**config.mk**
```make
export PLATFORM = sky130hd
export DESIGN_NAME = reset_sequencer
export DESIGN_NICKNAME = d
export VERILOG_FILES = /design/src/rtl/reset_sequencer_pkg.sv /design/src/rtl/reset_sequencer_lock_qualifier.sv /design/src/rtl/reset_sequencer.sv
export SDC_FILE = /design/constraint.sdc
export NUM_CORES = 1
export LEC_CHECK = 0
export CAP_MARGIN = 20
export CORE_ASPECT_RATIO = 1.75
export CORE_MARGIN = 5
export CORE_UTILIZATION = 40
export DETAILED_ROUTE_END_ITERATION = 10
export GPL_TIMING_DRIVEN = 0
export PLACE_DENSITY = 0.65
export SYNTH_ARGS = -nofsm -noshare
export SYNTH_HDL_FRONTEND = slang
export SYNTH_SLANG_ARGS = --single-unit
```
**constraint.sdc**
```tcl
create_clock -name clk -period 1.9 [get_ports clk]
set_clock_uncertainty 0.05 [all_clocks]
set_input_delay 0.38 -clock clk [delete_from_list [all_inputs] [get_ports clk]]
set_output_delay 0.38 -clock clk [all_outputs]
set_load 0.02 [all_outputs]
```
**src/rtl/reset_sequencer_pkg.sv**
```systemverilog
// Shared types and default parameters for the multi-domain reset sequencer.
package ResetSequencerTypes;

    typedef enum logic [1:0] {
        RST_SEQ_HOLD,
        RST_SEQ_RELEASE,
        RST_SEQ_RUN
    } RstSeqState;

    localparam int DEF_NUM_DOMAINS             = 4;
    localparam int DEF_CYCLE_OF_RESET_SEQUENCE = 10000;
    localparam int DEF_STAGE_GAP               = 16;
    localparam int DEF_SYNC_STAGES             = 2;
    localparam int DEF_LOCK_FILTER             = 8;

endpackage

```
**src/rtl/reset_sequencer_lock_qualifier.sv**
```systemverilog
// Synchronises the clock generator's lock flag and qualifies it only after it
// has stayed high for LOCK_FILTER consecutive cycles.
module lock_qualifier
    import ResetSequencerTypes::*;
#(
    parameter int SYNC_STAGES = DEF_SYNC_STAGES,
    parameter int LOCK_FILTER = DEF_LOCK_FILTER
) (
    input  logic clk,
    input  logic rstTrigger,
    input  logic locked,
    output logic lockSync,
    output logic lockOk
);

    localparam int FW = $clog2(LOCK_FILTER + 1);
    localparam logic [FW-1:0] FILTER_FULL = FW'(LOCK_FILTER);

    logic [SYNC_STAGES-1:0] sync_q;
    logic [SYNC_STAGES-1:0] sync_d;
    logic [FW-1:0]          filter_q;
    logic [FW-1:0]          filter_d;

    // Filter saturates once full so lockOk stays up while lockSync stays high.
    always_comb begin
        sync_d   = {sync_q[SYNC_STAGES-2:0], locked};
        filter_d = filter_q;
        if (!sync_q[SYNC_STAGES-1]) begin
            filter_d = '0;
        end else if (filter_q != FILTER_FULL) begin
            filter_d = filter_q + 1'b1;
        end
    end

    always_ff @(posedge clk or posedge rstTrigger) begin
        if (rstTrigger) begin
            sync_q   <= '0;
            filter_q <= '0;
        end else begin
            sync_q   <= sync_d;
            filter_q <= filter_d;
        end
    end

    assign lockSync = sync_q[SYNC_STAGES-1];
    assign lockOk   = (filter_q == FILTER_FULL);

endmodule

```
**src/rtl/reset_sequencer.sv**
```systemverilog
// Holds all reset domains until lock is qualified for a fixed interval, then
// releases them one by one in index order, spaced by STAGE_GAP cycles.
module reset_sequencer
    import ResetSequencerTypes::*;
#(
    parameter int NUM_DOMAINS             = DEF_NUM_DOMAINS,
    parameter int CYCLE_OF_RESET_SEQUENCE = DEF_CYCLE_OF_RESET_SEQUENCE,
    parameter int STAGE_GAP               = DEF_STAGE_GAP,
    parameter int SYNC_STAGES             = DEF_SYNC_STAGES,
    parameter int LOCK_FILTER             = DEF_LOCK_FILTER
) (
    input  logic                   clk,
    input  logic                   rstTrigger,
    input  logic                   locked,
    input  logic                   softRstReq,
    output logic [NUM_DOMAINS-1:0] rst,
    output logic                   rstStart,
    output logic                   done
);

    localparam int HW = $clog2(CYCLE_OF_RESET_SEQUENCE) + 1;
    localparam int GW = $clog2(STAGE_GAP) + 1;
    localparam int SW = $clog2(NUM_DOMAINS) + 1;

    localparam logic [HW-1:0] HOLD_LAST  = HW'(CYCLE_OF_RESET_SEQUENCE - 1);
    localparam logic [GW-1:0] GAP_LAST   = GW'(STAGE_GAP - 1);
    localparam logic [SW-1:0] STAGE_LAST = SW'(NUM_DOMAINS - 1);

    RstSeqState             state_q;
    RstSeqState             state_d;
    logic [HW-1:0]          hold_count_q;
    logic [HW-1:0]          hold_count_d;
    logic [GW-1:0]          gap_count_q;
    logic [GW-1:0]          gap_count_d;
    logic [SW-1:0]          stage_idx_q;
    logic [SW-1:0]          stage_idx_d;
    logic [NUM_DOMAINS-1:0] rst_q;
    logic [NUM_DOMAINS-1:0] rst_d;
    logic [SW-1:0]          next_stage;
    logic                   lock_sync;
    logic                   lock_ok;

    lock_qualifier #(
        .SYNC_STAGES (SYNC_STAGES),
        .LOCK_FILTER (LOCK_FILTER)
    ) u_lock_qualifier (
        .clk        (clk),
        .rstTrigger (rstTrigger),
        .locked     (locked),
        .lockSync   (lock_sync),
        .lockOk     (lock_ok)
    );

    always_comb begin
        state_d      = state_q;
        hold_count_d = hold_count_q;
        gap_count_d  = gap_count_q;
        stage_idx_d  = stage_idx_q;
        rst_d        = rst_q;
        next_stage   = stage_idx_q + 1'b1;

        case (state_q)
            RST_SEQ_HOLD: begin
                if (!lock_sync) begin
                    hold_count_d = '0;
                end else if (lock_ok) begin
                    if (hold_count_q == HOLD_LAST) begin
                        hold_count_d = '0;
                        gap_count_d  = '0;
                        stage_idx_d  = '0;
                        if (NUM_DOMAINS == 1) begin
                            state_d = RST_SEQ_RUN;
                            rst_d   = '0;
                        end else begin
                            state_d  = RST_SEQ_RELEASE;
                            rst_d[0] = 1'b0;
                        end
                    end else begin
                        hold_count_d = hold_count_q + 1'b1;
                    end
                end
            end
            RST_SEQ_RELEASE: begin
                if (gap_count_q == GAP_LAST) begin
                    gap_count_d = '0;
                    stage_idx_d = next_stage;
                    for (int i = 0; i < NUM_DOMAINS; i++) begin
                        if (SW'(i) == next_stage) begin
                            rst_d[i] = 1'b0;
                        end
                    end
                    if (next_stage == STAGE_LAST) begin
                        state_d = RST_SEQ_RUN;
                    end
                end else begin
                    gap_count_d = gap_count_q + 1'b1;
                end
            end
            RST_SEQ_RUN: begin
                rst_d = '0;
            end
            default: begin
                state_d = RST_SEQ_HOLD;
                rst_d   = '1;
            end
        endcase

        // Lock loss and soft requests both restart the whole sequence once
        // any domain may already be out of reset; HOLD handles lock loss itself.
        if ((state_q != RST_SEQ_HOLD) && (!lock_sync || softRstReq)) begin
            state_d      = RST_SEQ_HOLD;
            rst_d        = '1;
            hold_count_d = '0;
            gap_count_d  = '0;
            stage_idx_d  = '0;
        end
    end

    always_ff @(posedge clk or posedge rstTrigger) begin
        if (rstTrigger) begin
            state_q      <= RST_SEQ_HOLD;
            hold_count_q <= '0;
            gap_count_q  <= '0;
            stage_idx_q  <= '0;
            rst_q        <= '1;
        end else begin
            state_q      <= state_d;
            hold_count_q <= hold_count_d;
            gap_count_q  <= gap_count_d;
            stage_idx_q  <= stage_idx_d;
            rst_q        <= rst_d;
        end
    end

    assign rst      = rst_q;
    assign rstStart = (state_q == RST_SEQ_HOLD) && (hold_count_q == '0);
    assign done     = (state_q == RST_SEQ_RUN);

endmodule

```
==> results.toml, run 1 <==
[detailed_routing]
drtIter0Drc = 87
wl_um = 5435
wire_per_inst_um = 16.32
vias_per_cell = 5.595
vias = 1863
drt-pass1-iter-count = 4
ant_nets = 0
drc_errors = 0

[clocking]
clkLatencyLatePin_ns = 0.30
cts_htree_levels = 2
cts_made_buffers = 5
cts_sinks = 35
cts_buffer_depth = 2
clockRootBuffer = "clkbuf_8"
cts_tree = "done"
clkTransAtPathRegs_ns = 0.08

[grt]
grt_max_degree = 24
grt.total_usage_pct = 16.02
grt_pass1_vias = 1871
grt_pass1_wl_um = 8680
grt.overflow.total = 0
antenna_found_initial = 0

[sta]
relSlewSlack_pct = 59.51
rsz0062_at_grt = "yes"
min_period_ns = 2.104
setup_violations = 10
worst_slack_ns = -0.2039
final_max_slew_viol_count = 0
finalCritPeriodShare_pct = 110.7
finalHoldViolCount = 0
tns_ns = -0.5171
worst_slew_pin_slew_ns = 0.6066
fmax_ghz = 0.4753

[critical_path]
end_kind = "output port"
crit_arrival_ns = 1.67
r2r-start = "state_q[1]"
worstRegToRegCells = 8
cp-start-kind = "flop"
cp_max_fo = 3
worstSetupPathType = "flop to output port"
rrSetupSlack_ns = -0.08
required_ns = 1.47
rr_endpoint = "hold_count_q[4]"

[cells_and_area]
final_layout_size_suffix_gt1_share_pct = 38.13
antenna_cells = 0
layout.nets = 296
syn_to_final_growth_pct = 41.27
nFillCells = 410

[die]
rows = 35
dieArea_um2 = 6937
start_util_pct = 40.84
die_y_um = 106.5
num_io_pins = 10
die_x_um = 65.14
core_region_area_um2 = 5211

[yosys]
ys.flop_type = "dfrtp_1"
avgSynthCellArea_um2 = 9.501
ys_top_cells_by_area = "dfrtp_1 36%, ha_1 8.8%, dfstp_2 4.9%"
synth_top_area_cell = "dfrtp_1"
seq_area_frac_synth_pct = 41.39
syn_nets = 243
yosysUniqueCellTypes = 49
postSynthCellCount = 224
ys_async_sr_fraction_pct = 100.0
synth_top_area_share_pct = 36.45
synth_edf_count = 0
ys_ff_latch = 35
yosysWarnings = 0
netlist_area_um2 = 2128

[place]
io_buffers = 9
dp_hpwl_um = 3297
place_ws_ns = -0.6438
gp_congestion = 0.8466

[min_path]
hold_class = "flop to flop"
whs_path_depth = 0
holdPathEnd = "u_lock_qualifier.sync_q[1]"
worstHoldStart = "u_lock_qualifier.sync_q[0]"

[power_and_ir_drop]
max-vdd-ir-drop_uv = 402.4
p_per_area_nw_per_um2 = 490.5
p_leak_nw = 1.319

[outcome]
status = "finished, violations left"
violations = "setup timing"

[job]
cap_viol_max_count = 0
## sequential cells by signal (all words and copies together) (netlist names)
signal,count
u_lock_qualifier.sync_q,2
gap_count_q,5
stage_idx_q,3
rst,4
state_q,2
u_lock_qualifier.filter_q,4
hold_count_q,15
## cell usage in the layout, fill, tap and decap left out, types with 5 or more instances in the layout
cell type  netlist  final
ha_1            15     11
a21oi_1         12      9
nor2_1          25     22
nand2_1         20     18
dfrtp_2          0      5
and3_1           7      6
inv_1           13     10
xor2_1           8      8
buf_4            0     23
nor3_4           0      5
buf_6            1     13
dfrtp_1         31     26
nor3_1          11      5
clkbuf_8         0      5
## routing by layer
| layer | global-route usage (%) | wire length (um) | vias to the layer above |
|---|---|---|---|
| met2 | 28.94 | 3093 | 43 |
| met1 | 17.52 | 2035 | 904 |
| met4 | 7.270 | 116 | 0 |
| met3 | 3.277 | 189 | 12 |
| li1 | - | - | 904 |
| met5 | 0 | 0 | - |
## what timing repair did
action	CTS	global route
endpoints found under the hold margin	0	0
gates resized for setup	38	47
setup endpoints to repair	26	31
gates cloned	1	1
pin swaps	22	22
buffers inserted	23	14
hold buffers	0	0
## layout make-up
cell class | instances | area (um2) | area share, %
multi-input cells | 173 | 1450 | 48.23
inverters | 14 | 56.30 | 1.873
plain buffers | 2 | 16.27 | 0.5410
flip-flops and latches | 35 | 887.1 | 29.50
well taps | 55 | 68.82 | 2.289
clock buffers | 6 | 72.57 | 2.414
repair buffers | 46 | 442.9 | 14.73
clock inverters | 2 | 12.51 | 0.4161
## report_power, final
| part | internal [mW] | total, mW | switching (mW) |
|---|---|---|---|
| sequential | 0.759 | 0.777 | 0.0179 |
| clock | 0.256 | 0.545 | 0.289 |
| combinational | 0.0716 | 0.152 | 0.0805 |
## how the worst max path moves through the flow
stage,from,endpoint,slack (ns),depth (start not counted)
CTS,state_q[0],rstStart,-0.21,7
global route,state_q[1],rstStart,-0.28,6
finish,state_q[1],rstStart,-0.20,6
global placement,state_q[1],rstStart,-0.64,7
floorplan,state_q[0],hold_count_q[10],0.02,8
detailed placement,state_q[1],rstStart,-0.64,7
## per-stage QoR
step                hold WS (ns)  total power, mW  utilization (%)  cells  cell area (um2)
CTS                       0.3594            1.458            52.36    321             2729
global route              0.3459            1.550            57.70    333             3007
detailed placement        0.3398           0.8961            44.80    289             2335
floorplan                 0.2812           0.8515                -    224             2148
finish                    0.3395            1.475            57.70    333             3007
global placement          0.3506           0.8870            44.27    288             2307
## synth_stat cells, types with 3 or more instances
library cell and n:
nor4b_1 3, nor4_1 3, inv_1 13, dfstp_2 4
o31ai_1 3, nand4b_1 3, nand4_1 3, and4_1 4
o21ai_0 7, nand3_1 4, xor2_1 8, mux2_2 4
nor3_1 11, and3_1 7, nand2_1 20, xnor2_1 5
dfrtp_1 31, a21oi_1 12, nand2b_1 3, nor2_1 25
ha_1 15
## worst max-delay path, stage by stage (launching register included)
cell and delay, ns:
dfrtp_1 0.40, inv_2 0.09, ha_4 0.17, clkinvlp_4 0.11, nor4b_2 0.24, and4_1 0.24, buf_6 0.12
## kinds of logic (layout without fill, tap and decap cells)
logic type	Yosys count	count (layout)	share of synthesized area, %
simple gates	99	100	26.22
compound gates	39	39	11.76
flops	35	35	41.39
buf+inv	17	70	3.409
fa+ha+maj	15	15	8.818
xor+xnor	13	13	5.350
mux	6	6	3.057
Note: power is estimated with default switching activity, not from simulation.
==> run 2: changes to the inputs <==
CTS_CLUSTER_SIZE = 25   (was default)
==> results of run 2 <==
No change in the layout: final DEF, timing and power equal those of run 1.
==> run 3: changes to the inputs <==
PLACE_DENSITY = 0.7   (was 0.65)
==> results.toml, run 3 (same netlist as run 1, synthesis figures left out) <==
[detailed_routing]
wl_met1_um = 2198
wl_um = 5987
drtIter0Drc = 103
vias = 1960
drt-pass1-iter-count = 5
met2_length_um = 3338
routed-wl-met3_um = 223
ant_nets = 0
drc_errors = 0
top_layer_used = "met4"
wire_per_inst_um = 17.98
vias_per_cell = 5.886

[critical_path]
required_ns = 1.47
rrSetupSlack_ns = -0.09
end_kind = "output port"
crit_path_max_incr_delay_ns = 0.41
cpMaxStageDelayCell = "dfrtp_1"
endpoint = "rstStart"
path_cells = "inv_2 -> ha_4 -> clkinvlp_4 -> nor4b_2 -> and4_1 -> buf_6"
worstSetupPathType = "flop to output port"
r2r-start = "u_lock_qualifier.filter_q[1]"
worstRegToRegCells = 7
cp_max_fo = 3
cp-start-kind = "flop"
path_buf_inv = 3
crit_arrival_ns = 1.64
path_depth = 6
critPathLaunch = "state_q[1]"
cpLargestDelayFamily = "simple AND/OR/NAND/NOR gates"
rr_endpoint = "state_q[1]"

[grt]
grt_pass1_vias = 1918
grt_max_degree = 25
grt.overflow.total = 0
grt.total_usage_pct = 16.24
antenna_found_initial = 0
grt_pass1_wl_um = 8949

[sta]
worst_slew_pin_slew_ns = 0.5428
final_max_slew_viol_count = 0
setup_violations = 11
min_period_ns = 2.069
worst_slack_ns = -0.1689
finalHoldViolCount = 0
finalCritPeriodShare_pct = 108.9
rsz0062_at_grt = "yes"
fmax_ghz = 0.4833
relSlewSlack_pct = 63.77

[place]
post_dp_cell_area_um2 = 2335
dp_hpwl_um = 3149
io_buffers = 9
place_ws_ns = -0.6184
gp_congestion = 0.8157

[cells_and_area]
layout.nets = 296
regMostFlops = "hold_count_q"
antenna_cells = 0
design_area_um2 = 3057
largest_reg_flops = 15
final_cell_mix = "30 x dfrtp_1, 27 x buf_4, 21 x nor2_1"
final_layout_size_suffix_gt1_share_pct = 39.57
syn_to_final_growth_pct = 43.62
post-route-util_pct = 58.66
layout_commonest_cell = "dfrtp_1"
nFillCells = 412
largest_registers = "hold_count_q x15, gap_count_q x5"

[clocking]
cts-hold-fix-buffers = 0
cts_tree = "done"
clockRootBuffer = "clkbuf_8"
clkLatencyLatePin_ns = 0.30
clkTransAtPathRegs_ns = 0.08
cts_sinks = 35
cts_buffer_depth = 2
cts_made_buffers = 5
cts_htree_levels = 2

[power_and_ir_drop]
p_leak_nw = 1.350
p_total_mw = 1.639
max-vdd-ir-drop_uv = 473.5
p_per_area_nw_per_um2 = 536.3

[die]
die_x_um = 65.14
dieArea_um2 = 6937
num_io_pins = 10
core_region_area_um2 = 5211
rows = 35
start_util_pct = 40.84
die_y_um = 106.5

[job]
cap_viol_max_count = 0

[min_path]
whs_path_depth = 0
hold_class = "flop to flop"

[outcome]
status = "finished, violations left"
violations = "setup timing"
## run 3: final cells by class
cell class | count | area [um2] | share of cell area (%)
multi-input combinational | 172 | 1488 | 48.67
sequential | 35 | 882.1 | 28.86
timing repair buffer | 47 | 427.9 | 14.00
clock buffer | 6 | 82.58 | 2.702
tap | 55 | 68.82 | 2.251
inverter | 14 | 56.30 | 1.842
clock inverter | 2 | 35.03 | 1.146
buffer | 2 | 16.27 | 0.5321
## run 3: through the flow
| stage | cells | hold WS, ns | TNS [ns] |
|---|---|---|---|
| after floorplan | 224 | 0.2812 | 0 |
| after global placement | 288 | 0.3363 | -7.845 |
| after detailed placement | 289 | 0.3358 | -5.430 |
| after CTS | 325 | 0.3520 | -0.5895 |
| after global routing | 333 | 0.3624 | -2.001 |
| final | 333 | 0.3558 | -0.6806 |
## run 3: worst min path at each step
stage / start / slack, ns / to
2_1_floorplan: u_lock_qualifier.sync_q[0] / 0.28 / u_lock_qualifier.sync_q[1]
3_3_place_gp: u_lock_qualifier.sync_q[0] / 0.34 / u_lock_qualifier.sync_q[1]
3_5_place_dp: u_lock_qualifier.sync_q[0] / 0.34 / u_lock_qualifier.sync_q[1]
4_1_cts: u_lock_qualifier.sync_q[0] / 0.35 / u_lock_qualifier.sync_q[1]
5_1_grt: u_lock_qualifier.sync_q[0] / 0.36 / u_lock_qualifier.sync_q[1]
6_report: u_lock_qualifier.sync_q[0] / 0.36 / u_lock_qualifier.sync_q[1]
## run 3: what timing repair did
item	CTS	global route
setup endpoints to repair	28	28
pin swaps	13	17
setup buffers	28	10
resized for setup	35	48
## run 3: report_power, final
part | internal, mW | switching (mW)
registers | 0.758 | 0.0154
logic | 0.0716 | 0.0820
clock network | 0.425 | 0.287
total | 1.25 | 0.385
## run 3: metal layers
layer / GRT usage (%) / up-vias
met3: 3.277 / 24
met1: 17.45 / 980
met4: 6.083 / 0
met2: 30.33 / 54
met5: 0 / -
li1: - / 902
==> RTL edit (settings of run 2) <==
Re-encode `RstSeqState` (3 states) as one-hot, 3 bits wide.
--- a/src/rtl/reset_sequencer_pkg.sv
+++ b/src/rtl/reset_sequencer_pkg.sv
@@ -3,6 +3,6 @@
 
-    typedef enum logic [1:0] {
-        RST_SEQ_HOLD,
-        RST_SEQ_RELEASE,
-        RST_SEQ_RUN
+    typedef enum logic [2:0] {
+        RST_SEQ_HOLD    = 3'b001,
+        RST_SEQ_RELEASE = 3'b010,
+        RST_SEQ_RUN     = 3'b100
     } RstSeqState;
Behaviour: same outputs for any inputs over 10 cycles, from zero or initial values and one cycle with rstTrigger high; not proved beyond that.
==> RTL edit against run 2 <==
- the flow still finishes with violations (setup timing)
- routed wire length decreased by 6.0%
- worst setup slack worse by 0.014 ns
- cell area down 9.9%
- synthesized area fell by 4.7%
- synthesized cell count fell by 1.8%
- sequential cell count up 1
- critical path type is now register to register
- largest cell class unchanged
Power is not compared: it rests on default switching activity, and its combinational part moved more than twofold at a synthesized area within 25%.
==> RTL edit: results (changes against run 2) <==
* Cell class contributing the biggest share of worst-path delay: simple AND/OR/NAND/NOR gates
* Non-CTS buffers at 34 (-29%)
* Worst IR drop on VDD at 0.570 mV
* Total via count in the routed design at 1,832 (-1.7%)
* Initial antenna violation count at 0 (unchanged)
* Drt total wl at 5.11 mm (-6.0%)
* Portion of the layout cell area used by non-clock buffers at 0.112 (-0.0405)
* Proportion of layout cells with a drive suffix above 1 at 0.311 (-0.0703)
* Filler instances at 433 (+5.6%)
* Multi-input combinational gate total at 161 (-6.9%)
* Final worst slack at -0.218 ns (-0.0141 ns)
* Final #Nets at 267 (-9.8%)
* Highest net fanout along the worst path at 3 (unchanged)
* Number of unique standard cell types used by synthesis at 48 (-2.0%)
* Clock network area share at 0.0467 (+0.0184)
* Largest net degree at the start of global routing at 37 (+54%)
* Sum of net half-perimeters after detailed placement at 3.11 mm (-5.6%)
* Critical path's largest stage delay at 0.58 ns (+0.18 ns)
* Number of warnings reported in the yosys synthesis log at 0 (unchanged)
* Commonest register cell after synthesis: dfrtp_1
* Pre-CTS setup slack at -0.625 ns (+0.0190 ns)
* Sequential fraction of the synthesis area at 0.447 (+0.0334)
* Slew @ Worst Pin at 0.756 ns (+0.149 ns)
* Dominant cells by area after synthesis: dfrtp_1, o21ai_0, dfstp_2
* Vias in the first global route at 1,773 (-5.2%)
* Number of violations reported at the end of detailed-routing iteration 0 at 82 (-5.7%)
* Share of the final layout cell area in multi-input gates at 0.459 (-0.0232)
* Diode count at 0 (unchanged)
* Post-synth ARST share at 1.00 (unchanged)
* Number of sinks driven by the clock tree at 36 (+2.9%)
* Violated checks: setup timing
* Global Route Usage Sum at 0.148 (-0.0118)
* Logic inverters at 15 (+1)
* Result of the run: finished with violations
* Number of nets produced by synthesis at 234 (-3.7%)
* Total setup violations reported at the end of the flow at 23 (+13)
* Register cell area after layout at 911 µm² (+2.7%)
* Leak at 1.17 nW
* Largest buffer count on any clock path at 2 (unchanged)
* Slowest cell on the critical path: or4_4
* Clock tree buffer count of the final layout at 7 (+1)
* Ranking of synthesized cells by instance count: dfrtp_1, o21ai_0, nand2_1
* Routability congestion estimate at 0.867 (+2.4%)
* Global-route wire length before repair at 8.18 mm (-5.8%)
## RTL edit: cell types whose count changed in the layout (fill, tap and decap cells not counted), sizes merged, moves of 3 or more
cell / before / now
xor2: 8 / 0
nand3: 5 / 8
nor4b: 3 / 0
or3: 1 / 5
a21oi: 13 / 10
ha: 15 / 10
nor3: 12 / 8
and4: 4 / 0
and3: 7 / 2
dlymetal6s2s: 3 / 0
o21ai: 8 / 30
nor2: 27 / 9
a31oi: 2 / 5
buf: 39 / 22
## RTL edit: final timing paths
check	from	slack, ns	end	cells past startpoint
max	hold_count_q[7]$_DFFE_PP0P_	-0.22	stage_idx_q[1]$_DFFE_PP0P_	5
min reg2reg	u_lock_qualifier.sync_q[0]$_DFF_PP0_	0.30	u_lock_qualifier.sync_q[1]$_DFF_PP0_	0
max reg2reg	hold_count_q[7]$_DFFE_PP0P_	-0.22	stage_idx_q[1]$_DFFE_PP0P_	5
max in group asynchronous	rstTrigger	0.77	state_q[2]$_DFFE_PP0P_	2
min	u_lock_qualifier.sync_q[0]$_DFF_PP0_	0.30	u_lock_qualifier.sync_q[1]$_DFF_PP0_	0
min in group asynchronous	rstTrigger	0.49	u_lock_qualifier.sync_q[1]$_DFF_PP0_	2
## RTL edit: where the power goes
part	total (W)	internal [W]	switching, W
combinational	0.0000742	0.0000281	0.0000461
sequential	0.000781	0.000774	0.00000692
clock	0.000743	0.000463	0.000279
total	0.00160	0.00127	0.000332
## RTL edit: kinds of logic (layout without fill, tap and decap cells)
family / count (synthesis) / count (layout) / synth area share
AO/OA/AOI/OAI: 63 / 63 / 0.188
XOR/XNOR: 4 / 4 / 0.0173
adder cells (fa/ha/maj): 10 / 10 / 0.0617
buffers and inverters: 23 / 57 / 0.0438
flip-flops: 36 / 36 / 0.447
multiplexers: 2 / 2 / 0.0111
AND/OR/NAND/NOR: 82 / 82 / 0.231
## RTL edit: timing repair
action | in CTS | in global routing
pin swaps | 19 | 12
gates cloned | 2 | 1
setup buffers | 12 | 4
resized for setup | 53 | 34
setup endpoints to repair | 30 | 30
## RTL edit: stage by stage
step	power, W	instances	TNS, ns	area (µm²)	hold slack, ns
6_report	0.00160	308	-3.28	2710	0.300
3_3_place_gp	0.000857	283	-18.82	2200	0.283
3_5_place_dp	0.000858	283	-12.36	2200	0.287
5_1_grt	0.00166	308	-4.92	2710	0.307
4_1_cts	0.00161	304	-1.88	2540	0.301
2_1_floorplan	0.000836	220	-0.241	2050	0.281
## RTL edit: routing by layer
layer | part of all wire | global-route usage | routed length (µm) | vias to the layer above
met1 | 0.39 | 0.167 | 2020 | 927
met2 | 0.55 | 0.262 | 2820 | 33
li1 | - | - | - | 858
met3 | 0.024 | 0.0259 | 125 | 14
met4 | 0.029 | 0.0684 | 147 | 0
met5 | 0 | 0 | 0 | -
